`src/rtl/dmi_req_sync_multi.sv`:
```
// dmi_req_sync_multi: carries NUM_CH level-toggled requests from the TCK
// domain into the core clock domain. Each channel has a SYNC_STAGES-deep
// synchroniser, selectable edge detection and a payload captured on the
// detected edge. The request is then held under valid/ready until the core
// accepts it, with a sticky overrun flag. A post-reset warm-up masks the
// spurious edges seen while the synchroniser chain fills.
module dmi_req_sync_multi #(
    parameter int NUM_CH      = 2,
    parameter int DATA_W      = 32,
    parameter int SYNC_STAGES = 2,
    parameter int EDGE_MODE   = 0
) (
    input  logic                     clk,
    input  logic                     rst,
    input  logic [NUM_CH-1:0]        async_in,
    input  logic [NUM_CH*DATA_W-1:0] data_in,
    output logic [NUM_CH-1:0]        req_valid,
    input  logic [NUM_CH-1:0]        req_ready,
    output logic [NUM_CH*DATA_W-1:0] req_data,
    output logic [NUM_CH-1:0]        req_ovr,
    input  logic [NUM_CH-1:0]        ovr_clr,
    output logic [NUM_CH-1:0]        sync_out,
    output logic                     warm
);

    localparam int              CNT_W    = $clog2(SYNC_STAGES + 2);
    localparam logic [CNT_W-1:0] WARM_VAL = CNT_W'(SYNC_STAGES + 1);

    logic [NUM_CH-1:0]        sync_p [SYNC_STAGES];
    logic [NUM_CH-1:0]        hist_p;
    logic [CNT_W-1:0]         warm_cnt;
    logic [NUM_CH-1:0]        rise;
    logic [NUM_CH-1:0]        fall;
    logic [NUM_CH-1:0]        det;
    logic [NUM_CH-1:0]        qdet;
    logic [NUM_CH-1:0]        valid_nxt;
    logic [NUM_CH-1:0]        ovr_nxt;
    logic [NUM_CH*DATA_W-1:0] data_nxt;

    generate
        if (EDGE_MODE < 0 || EDGE_MODE > 2) begin : g_bad_edge_mode
            $error("dmi_req_sync_multi: EDGE_MODE must be 0, 1 or 2");
        end
    endgenerate

    // Synchroniser chain per channel plus a history flop for edge detection
    always_ff @(posedge clk) begin
        if (rst) begin
            for (int k = 0; k < SYNC_STAGES; k++) begin
                sync_p[k] <= '0;
            end
            hist_p <= '0;
        end else begin
            sync_p[0] <= async_in;
            for (int k = 1; k < SYNC_STAGES; k++) begin
                sync_p[k] <= sync_p[k-1];
            end
            hist_p <= sync_p[SYNC_STAGES-1];
        end
    end

    assign sync_out = sync_p[SYNC_STAGES-1];

    // Warm-up counter: saturates once the chain holds only post-reset samples
    always_ff @(posedge clk) begin
        if (rst) begin
            warm_cnt <= '0;
        end else if (warm_cnt != WARM_VAL) begin
            warm_cnt <= warm_cnt + 1'b1;
        end
    end

    assign warm = (warm_cnt == WARM_VAL);

    // Edge selection on the synchronised level, masked until warm
    always_comb begin
        rise = sync_p[SYNC_STAGES-1] & ~hist_p;
        fall = ~sync_p[SYNC_STAGES-1] & hist_p;
        case (EDGE_MODE)
            0:       det = rise;
            1:       det = fall;
            default: det = rise | fall;
        endcase
        qdet = det & {NUM_CH{warm}};
    end

    // Per-channel handshake: load/reload beats overrun beats plain accept
    always_comb begin
        valid_nxt = req_valid;
        data_nxt  = req_data;
        ovr_nxt   = req_ovr;
        for (int i = 0; i < NUM_CH; i++) begin
            if (qdet[i] && (!req_valid[i] || req_ready[i])) begin
                valid_nxt[i]                    = 1'b1;
                data_nxt[i*DATA_W +: DATA_W]    = data_in[i*DATA_W +: DATA_W];
            end else if (!qdet[i] && req_valid[i] && req_ready[i]) begin
                valid_nxt[i] = 1'b0;
            end
            // a new edge on a still-pending request wins over the clear
            if (qdet[i] && req_valid[i] && !req_ready[i]) begin
                ovr_nxt[i] = 1'b1;
            end else if (ovr_clr[i]) begin
                ovr_nxt[i] = 1'b0;
            end
        end
    end

    // Request, payload and overrun registers
    always_ff @(posedge clk) begin
        if (rst) begin
            req_valid <= '0;
            req_data  <= '0;
            req_ovr   <= '0;
        end else begin
            req_valid <= valid_nxt;
            req_data  <= data_nxt;
            req_ovr   <= ovr_nxt;
        end
    end

endmodule

```
`config.mk`:
```
export PLATFORM = sky130hd
export DESIGN_NAME = dmi_req_sync_multi
export DESIGN_NICKNAME = d
export VERILOG_FILES = /design/src/rtl/dmi_req_sync_multi.sv
export SDC_FILE = /design/constraint.sdc
export NUM_CORES = 1
export LEC_CHECK = 0
export CAP_MARGIN = 20
export CELL_PAD_IN_SITES_DETAIL_PLACEMENT = 0
export CELL_PAD_IN_SITES_GLOBAL_PLACEMENT = 1
export CORE_ASPECT_RATIO = 1.5
export CORE_MARGIN = 5
export CORE_UTILIZATION = 34
export CTS_CLUSTER_DIAMETER = 200
export DETAILED_ROUTE_END_ITERATION = 6
export PLACE_DENSITY_LB_ADDON = 0.1
export SLEW_MARGIN = 10
export SYNTH_ARGS = -nofsm -noshare
export SYNTH_HDL_FRONTEND = slang
export SYNTH_SLANG_ARGS = --single-unit
```
`constraint.sdc`:
```
create_clock -name clk -period 2.3 [get_ports clk]
set_input_delay 0.46 -clock clk [delete_from_list [all_inputs] [get_ports clk]]
set_output_delay 0.46 -clock clk [all_outputs]
set_load 0.02 [all_outputs]
```
==> results of run 1 <==
## final cells by class
type / instances / area [um2] / share of cell area [%]
clock buffers: 10 / 229 / 4.54
clock inverters: 6 / 55.1 / 1.09
flip-flops and latches: 76 / 1520 / 30.1
multi-input cells: 215 / 1610 / 31.8
repair buffers: 146 / 1480 / 29.4
inverters: 2 / 7.51 / 0.149
well taps: 115 / 144 / 2.85
## flip-flops by register name, summed over array words and instances (netlist names)
register   flops
sync_p         4
req_data      64
hist_p         2
warm_cnt       2
req_valid      2
req_ovr        2
## routing by layer
layer	wire (um)	up-vias	part of all wire, %
met3	716	10	9.2
met2	3800	85	49
met1	3140	1120	40
met5	0	-	0
li1	-	1274	-
met4	162	0	2.1
## worst reg2reg max path: stages (launching register included)
cell	delay [ns]
dfxtp_1	0.35
ha_1	0.20
buf_4	0.15
nand3b_1	0.16
nor2b_4	0.16
buf_12	0.24
mux2i_1	0.25
## power by group through the flow
stage | sequential (uW) | clock, uW | combinational [uW]
2_1_floorplan | 1390 | 0 | 137
3_3_place_gp | 1380 | 0 | 313
3_5_place_dp | 1380 | 0 | 317
4_1_cts | 1350 | 1410 | 318
5_1_grt | 1350 | 1470 | 340
6_report | 1350 | 1360 | 313
## Yosys cell counts (all sizes together)
| master | instances |
|---|---|
| mux2i | 65 |
| xor2 | 1 |
| o22ai | 2 |
| nand3b | 2 |
| a21oi | 2 |
| nand2b | 130 |
| ha | 1 |
| nor2 | 2 |
| clkbuf | 13 |
| buf | 12 |
| nor2b | 10 |
| dfxtp | 76 |
| inv | 2 |
## final timing paths
check / from / to / slack [ns] / cells past startpoint
min reg2reg: sync_p[0][1]$_SDFF_PP0_ / sync_p[0][3]$_SDFF_PP0_ / 0.43 / 1
max reg2reg: warm_cnt[0]$_SDFFE_PP0N_ / req_data[9]$_SDFFE_PP0P_ / 0.72 / 6
min: sync_p[0][1]$_SDFF_PP0_ / sync_p[0][3]$_SDFF_PP0_ / 0.43 / 1
max: warm_cnt[0]$_SDFFE_PP0N_ / warm / 0.35 / 2
## logic make-up (layout without fill, tap and decap cells)
logic type      count (synthesis)  after routing  share of synthesized area (%)
simple gates                  144            144                           27.0
flops                          76             76                           45.5
mux                            65             65                           19.5
buf+inv                        27            164                           6.66
compound gates                  4              4                          0.674
fa+ha+maj                       1              1                          0.374
xor+xnor                        1              1                          0.262
## through the flow
step                instances  hold WS [ns]  setup slack [ns]  area, um2
detailed placement        554         0.428             0.502       4760
CTS                       570         0.439             0.326       5050
global placement          554         0.421             0.529       4760
floorplan                 318         0.414             0.800       3340
finish                    570         0.432             0.354       5050
global route              570         0.453             0.300       5050
==> impl_metrics.tcl, run 1 <==
set metrics [dict create \
    status "completed" \
    final.setup.tns_ns 0 \
    post-route-period-util_pct 84.6 \
    cp_slowest_stage_delay_ns 0.61 \
    cap_violations 0 \
    cp_top_family "buffers and inverters" \
    clock_skew_ns 0.00471 \
    holdCritPathClass "flop to flop" \
    p_comb_share_pct 10.3 \
    final_common_cell "clkdlybuf4s50_1" \
    layout-drive-gt1-share_pct 4.84 \
    rsz0062_at_grt "false" \
    worst_slew_pin_slew_ns 0.413 \
    grt_pass1_vias 2616 \
    use_met3_pct 5.03 \
    grt_pass1_wl_mm 12.6 \
    synth.top_cell.area_share_pct 45.5 \
    crit_buf_inv 1 \
    drt_iter0_markers 108 \
    critPathMaxFanout 2 \
    cts_tree "yes" \
    critPathKind "flop to output pin" \
    synth_top_cell_by_area "dfxtp_1" \
    path_cells "ha_1 > clkdlybuf4s50_1" \
    p_clk_share_pct 44.9 \
    overflow 0 \
    synth_area_per_cell_um2 10.5 \
    grt-busiest-layer "met2" \
    io_pins 143 \
    final_cell_mix "clkdlybuf4s50_1, nand2b_1, dfxtp_1, mux2i_1, clkbuf_16" \
    rows 44 \
    crit_slowest_cell "clkdlybuf4s50_1" \
    switchingPower_uw 647 \
    root_buffer "clkbuf_16" \
    irDropWorstVdd_uv 367 \
    worstPathRequired_ns 1.84 \
    p_total_uw 3020 \
    postCtsHoldBufs 0 \
    diodes 0 \
    synth_nets 391 \
    antenna_left 0 \
    met1_usage_pct 14.2 \
    internal_power_uw 2380 \
    switching_share_pct 21.4 \
    cts.repair.resized 0 \
    drt_wl_total_mm 7.81 \
    clkSlewWorstSetupHoldPaths_ns 0.06 \
    fill_cells 877 \
    grt_use_met2_pct 21.7 \
    final_core_util_pct 52.4 \
    leakage_uw 0.00174 \
    worstSkewPairLatency_ns 0.33 \
    antenna_found_initial 0 \
    yosys_warnings 0 \
    grt_start_max_net_pins 141 \
    first_pass_iters 3 \
    slew_headroom_pct 72.5 \
    endpoint_kind "output pin" \
    fp.coreArea_um2 9630 \
    max_freq_mhz 514 \
    place_congestion 0.668 \
    netlist_instances 318 \
    cts.sinks 76 \
    via_count 2489 \
    wl_per_cell_um 13.7 \
    die_y_um 131 \
    power_density_nw_per_um2 599 \
    fin_crit_ns 1.95 \
    cp-start-kind "flop" \
    ys_seq_elements 76 \
    cts_setup_buffers 0 \
    clock_path_buffers 2 \
    viasPerCell 4.37 \
    grt_usage_pct 13.1 \
    sequentialPowerShare_pct 44.7 \
    final-max-slew-violation-count 0 \
    finalNetCount 523 \
    synth_area_um2 3340 \
    die_x_um 91.0 \
    start_util_pct 34.7 \
    seq_area_frac_synth_pct 45.5 \
    hold_viol_final 0 \
    ys_types 18 \
    synthToLayoutAreaGrowth_pct 51.1 \
    cts_buffers 9 \
    h-tree-depth 3 \
    drc 0 \
    dp_hpwl_mm 5.44 \
    netlist_top_cells_area "dfxtp_1, nand2b_1, mux2i_1, buf_12, nor2b_1" \
    place.port_buffers 142 \
    dieArea_um2 12000 \
    finalSetupViolations 0 \
    cp.arrival_ns 1.49 \
]
Note: power is estimated with default switching activity, not from simulation.
==> run 2: changes to the inputs <==
--- a/config.mk
+++ b/config.mk
@@ -10,7 +10,7 @@
 export CELL_PAD_IN_SITES_GLOBAL_PLACEMENT = 1
 export CORE_ASPECT_RATIO = 1.5
 export CORE_MARGIN = 5
-export CORE_UTILIZATION = 34
+export CORE_UTILIZATION = 28
 export CTS_CLUSTER_DIAMETER = 200
 export DETAILED_ROUTE_END_ITERATION = 6
 export PLACE_DENSITY_LB_ADDON = 0.1
==> constraint.sdc (replaced) <==
create_clock -name clk -period 1.65 [get_ports clk]
set_input_delay 0.33 -clock clk [delete_from_list [all_inputs] [get_ports clk]]
set_output_delay 0.33 -clock clk [all_outputs]
set_load 0.02 [all_outputs]
==> run 2 against run 1 <==
  * First-iteration DRC count fell by 59%
  * Global-route usage fell by 1.7 points
  * Wire length rose by 7.5%
  * Design area rose by 3.3%
  * Critical endpoint is now req_data[14]
  * Largest cell class is now non-clock buffers
==> impl_metrics.tcl, run 2 (synthesized netlist as in run 1, its figures left out) <==
set metrics [dict create \
    drc 0 \
    worst_slew_pin_slew_ns 0.276 \
    crit_slowest_cell "clkdlybuf4s50_1" \
    sequentialPowerShare_pct 46.0 \
    cap_violations 0 \
    h-tree-depth 3 \
    cts.sinks 76 \
    diodes 0 \
    layout-drive-gt1-share_pct 6.29 \
    p_comb_share_pct 10.8 \
    biggestRegsByFlops "req_data (64), sync_p (4)" \
    slew_headroom_pct 81.5 \
    clkSlewWorstSetupHoldPaths_ns 0.06 \
    die_x_um 99.2 \
    largest_register_ffs 64 \
    drt_iter0_markers 44 \
    irDropWorstVdd_uv 424 \
    cts_tree "yes" \
    holdCritPathClass "flop to flop" \
    path_cells "clkdlybuf4s50_1" \
    synthToLayoutAreaGrowth_pct 56.0 \
    final_core_util_pct 44.1 \
    power_density_nw_per_um2 785 \
    fin_ws_ns 0.0380 \
    place_worst_setup_slack_ns -0.0288 \
    antenna_found_initial 0 \
    cp_top_family "buffers and inverters" \
    drt_wl_total_mm 8.40 \
    leakage_uw 0.00231 \
    worstPathRequired_ns 1.32 \
    final_common_cell "nand2b_1" \
    fin_crit_ns 1.61 \
    cp-start-kind "flop" \
    final-max-slew-violation-count 0 \
    final.setup.tns_ns 0 \
    max_freq_mhz 620 \
    cts_buffers 9 \
    place.port_buffers 142 \
    fill_cells 1140 \
    crit_buf_inv 1 \
    finalSetupViolations 0 \
    grt_usage_pct 11.4 \
    overflow 0 \
    place_congestion 0.706 \
    critPathMaxFanout 2 \
    worstSkewPairLatency_ns 0.32 \
    final_cell_mix "nand2b_1, clkdlybuf4s50_1, dfxtp_1, mux2i_1, dlymetal6s2s_1" \
    via_count 2519 \
    clock_path_buffers 2 \
    grt_pass1_vias 2592 \
    endpoint_kind "output pin" \
    die_y_um 144 \
    clock_skew_ns 0.00622 \
    internal_power_uw 3170 \
    cp_slowest_stage_delay_ns 0.62 \
    switching_share_pct 22.6 \
    rows 49 \
    switchingPower_uw 926 \
    status "completed" \
    grt_pass1_wl_mm 12.9 \
    viasPerCell 4.10 \
    post-route-period-util_pct 97.7 \
    largest_register "req_data" \
    cp.arrival_ns 1.28 \
    dp_hpwl_mm 5.90 \
    root_buffer "clkbuf_16" \
    wl_per_cell_um 13.7 \
    fp.coreArea_um2 11800 \
    dieArea_um2 14300 \
    hold_viol_final 0 \
    whs_ns 0.434 \
    antenna_left 0 \
    critPathKind "flop to output pin" \
    start_util_pct 28.2 \
    p_clk_share_pct 43.2 \
    grt_start_max_net_pins 65 \
    rsz0062_at_grt "false" \
    first_pass_iters 4 \
    finalNetCount 529 \
    io_pins 143 \
]
## run 2: what timing repair did
action / in CTS / in global routing
hold buffers: 0 / 0
setup endpoints to repair: 7 / 48
pin swaps: 0 / 1
gates cloned: 0 / 1
buffers inserted: 0 / 1
gates resized for setup: 7 / 30
## run 2: worst paths after layout
check,slack (ns),from,to,depth (start not counted)
max reg2reg,0.14,warm_cnt[0]$_SDFFE_PP0N_,req_data[10]$_SDFFE_PP0P_,5
min,0.43,sync_p[0][1]$_SDFF_PP0_,sync_p[0][3]$_SDFF_PP0_,1
min reg2reg,0.43,sync_p[0][1]$_SDFF_PP0_,sync_p[0][3]$_SDFF_PP0_,1
max,0.04,req_data[14]$_SDFFE_PP0P_,req_data[14],1
## run 2: cell type report
class	instances	area, um2	share of cell area (%)
timing repair buffer	152	1620	31.0
multi-input combinational	215	1610	30.8
sequential	76	1520	29.2
clock buffer	10	229	4.39
tap	153	191	3.67
clock inverter	6	41.3	0.792
inverter	2	7.51	0.144
## run 2: through the flow
stage	area [um2]	total power (uW)	cells
4_1_cts	5120	4190	612
5_1_grt	5220	4310	614
3_3_place_gp	4850	2370	596
6_report	5220	4100	614
2_1_floorplan	3340	2130	318
3_5_place_dp	4850	2380	596
## run 2: per-layer routing
layer	wire (um)	vias to the layer above	global-route usage (%)
met5	0	-	0
met4	112	0	4.96
met3	583	9	4.13
met2	4470	76	20.1
met1	3230	1144	12.3
li1	-	1290	-
## run 2: power by group through the flow
stage / logic [uW] / registers (uW) / clock network [uW]
floorplan: 191 / 1940 / 0
detailed placement: 452 / 1930 / 0
CTS: 451 / 1880 / 1850
global route: 484 / 1890 / 1940
global placement: 448 / 1920 / 0
finish: 443 / 1880 / 1770
==> run 3: changes to the inputs <==
--- a/config.mk
+++ b/config.mk
@@ -13,6 +13,7 @@
 export CORE_UTILIZATION = 28
 export CTS_CLUSTER_DIAMETER = 200
 export DETAILED_ROUTE_END_ITERATION = 6
+export HOLD_SLACK_MARGIN = 0.05
 export PLACE_DENSITY_LB_ADDON = 0.1
 export SLEW_MARGIN = 10
 export SYNTH_ARGS = -nofsm -noshare
==> results of run 3 <==
No change in the layout: final DEF, timing and power equal those of run 2.
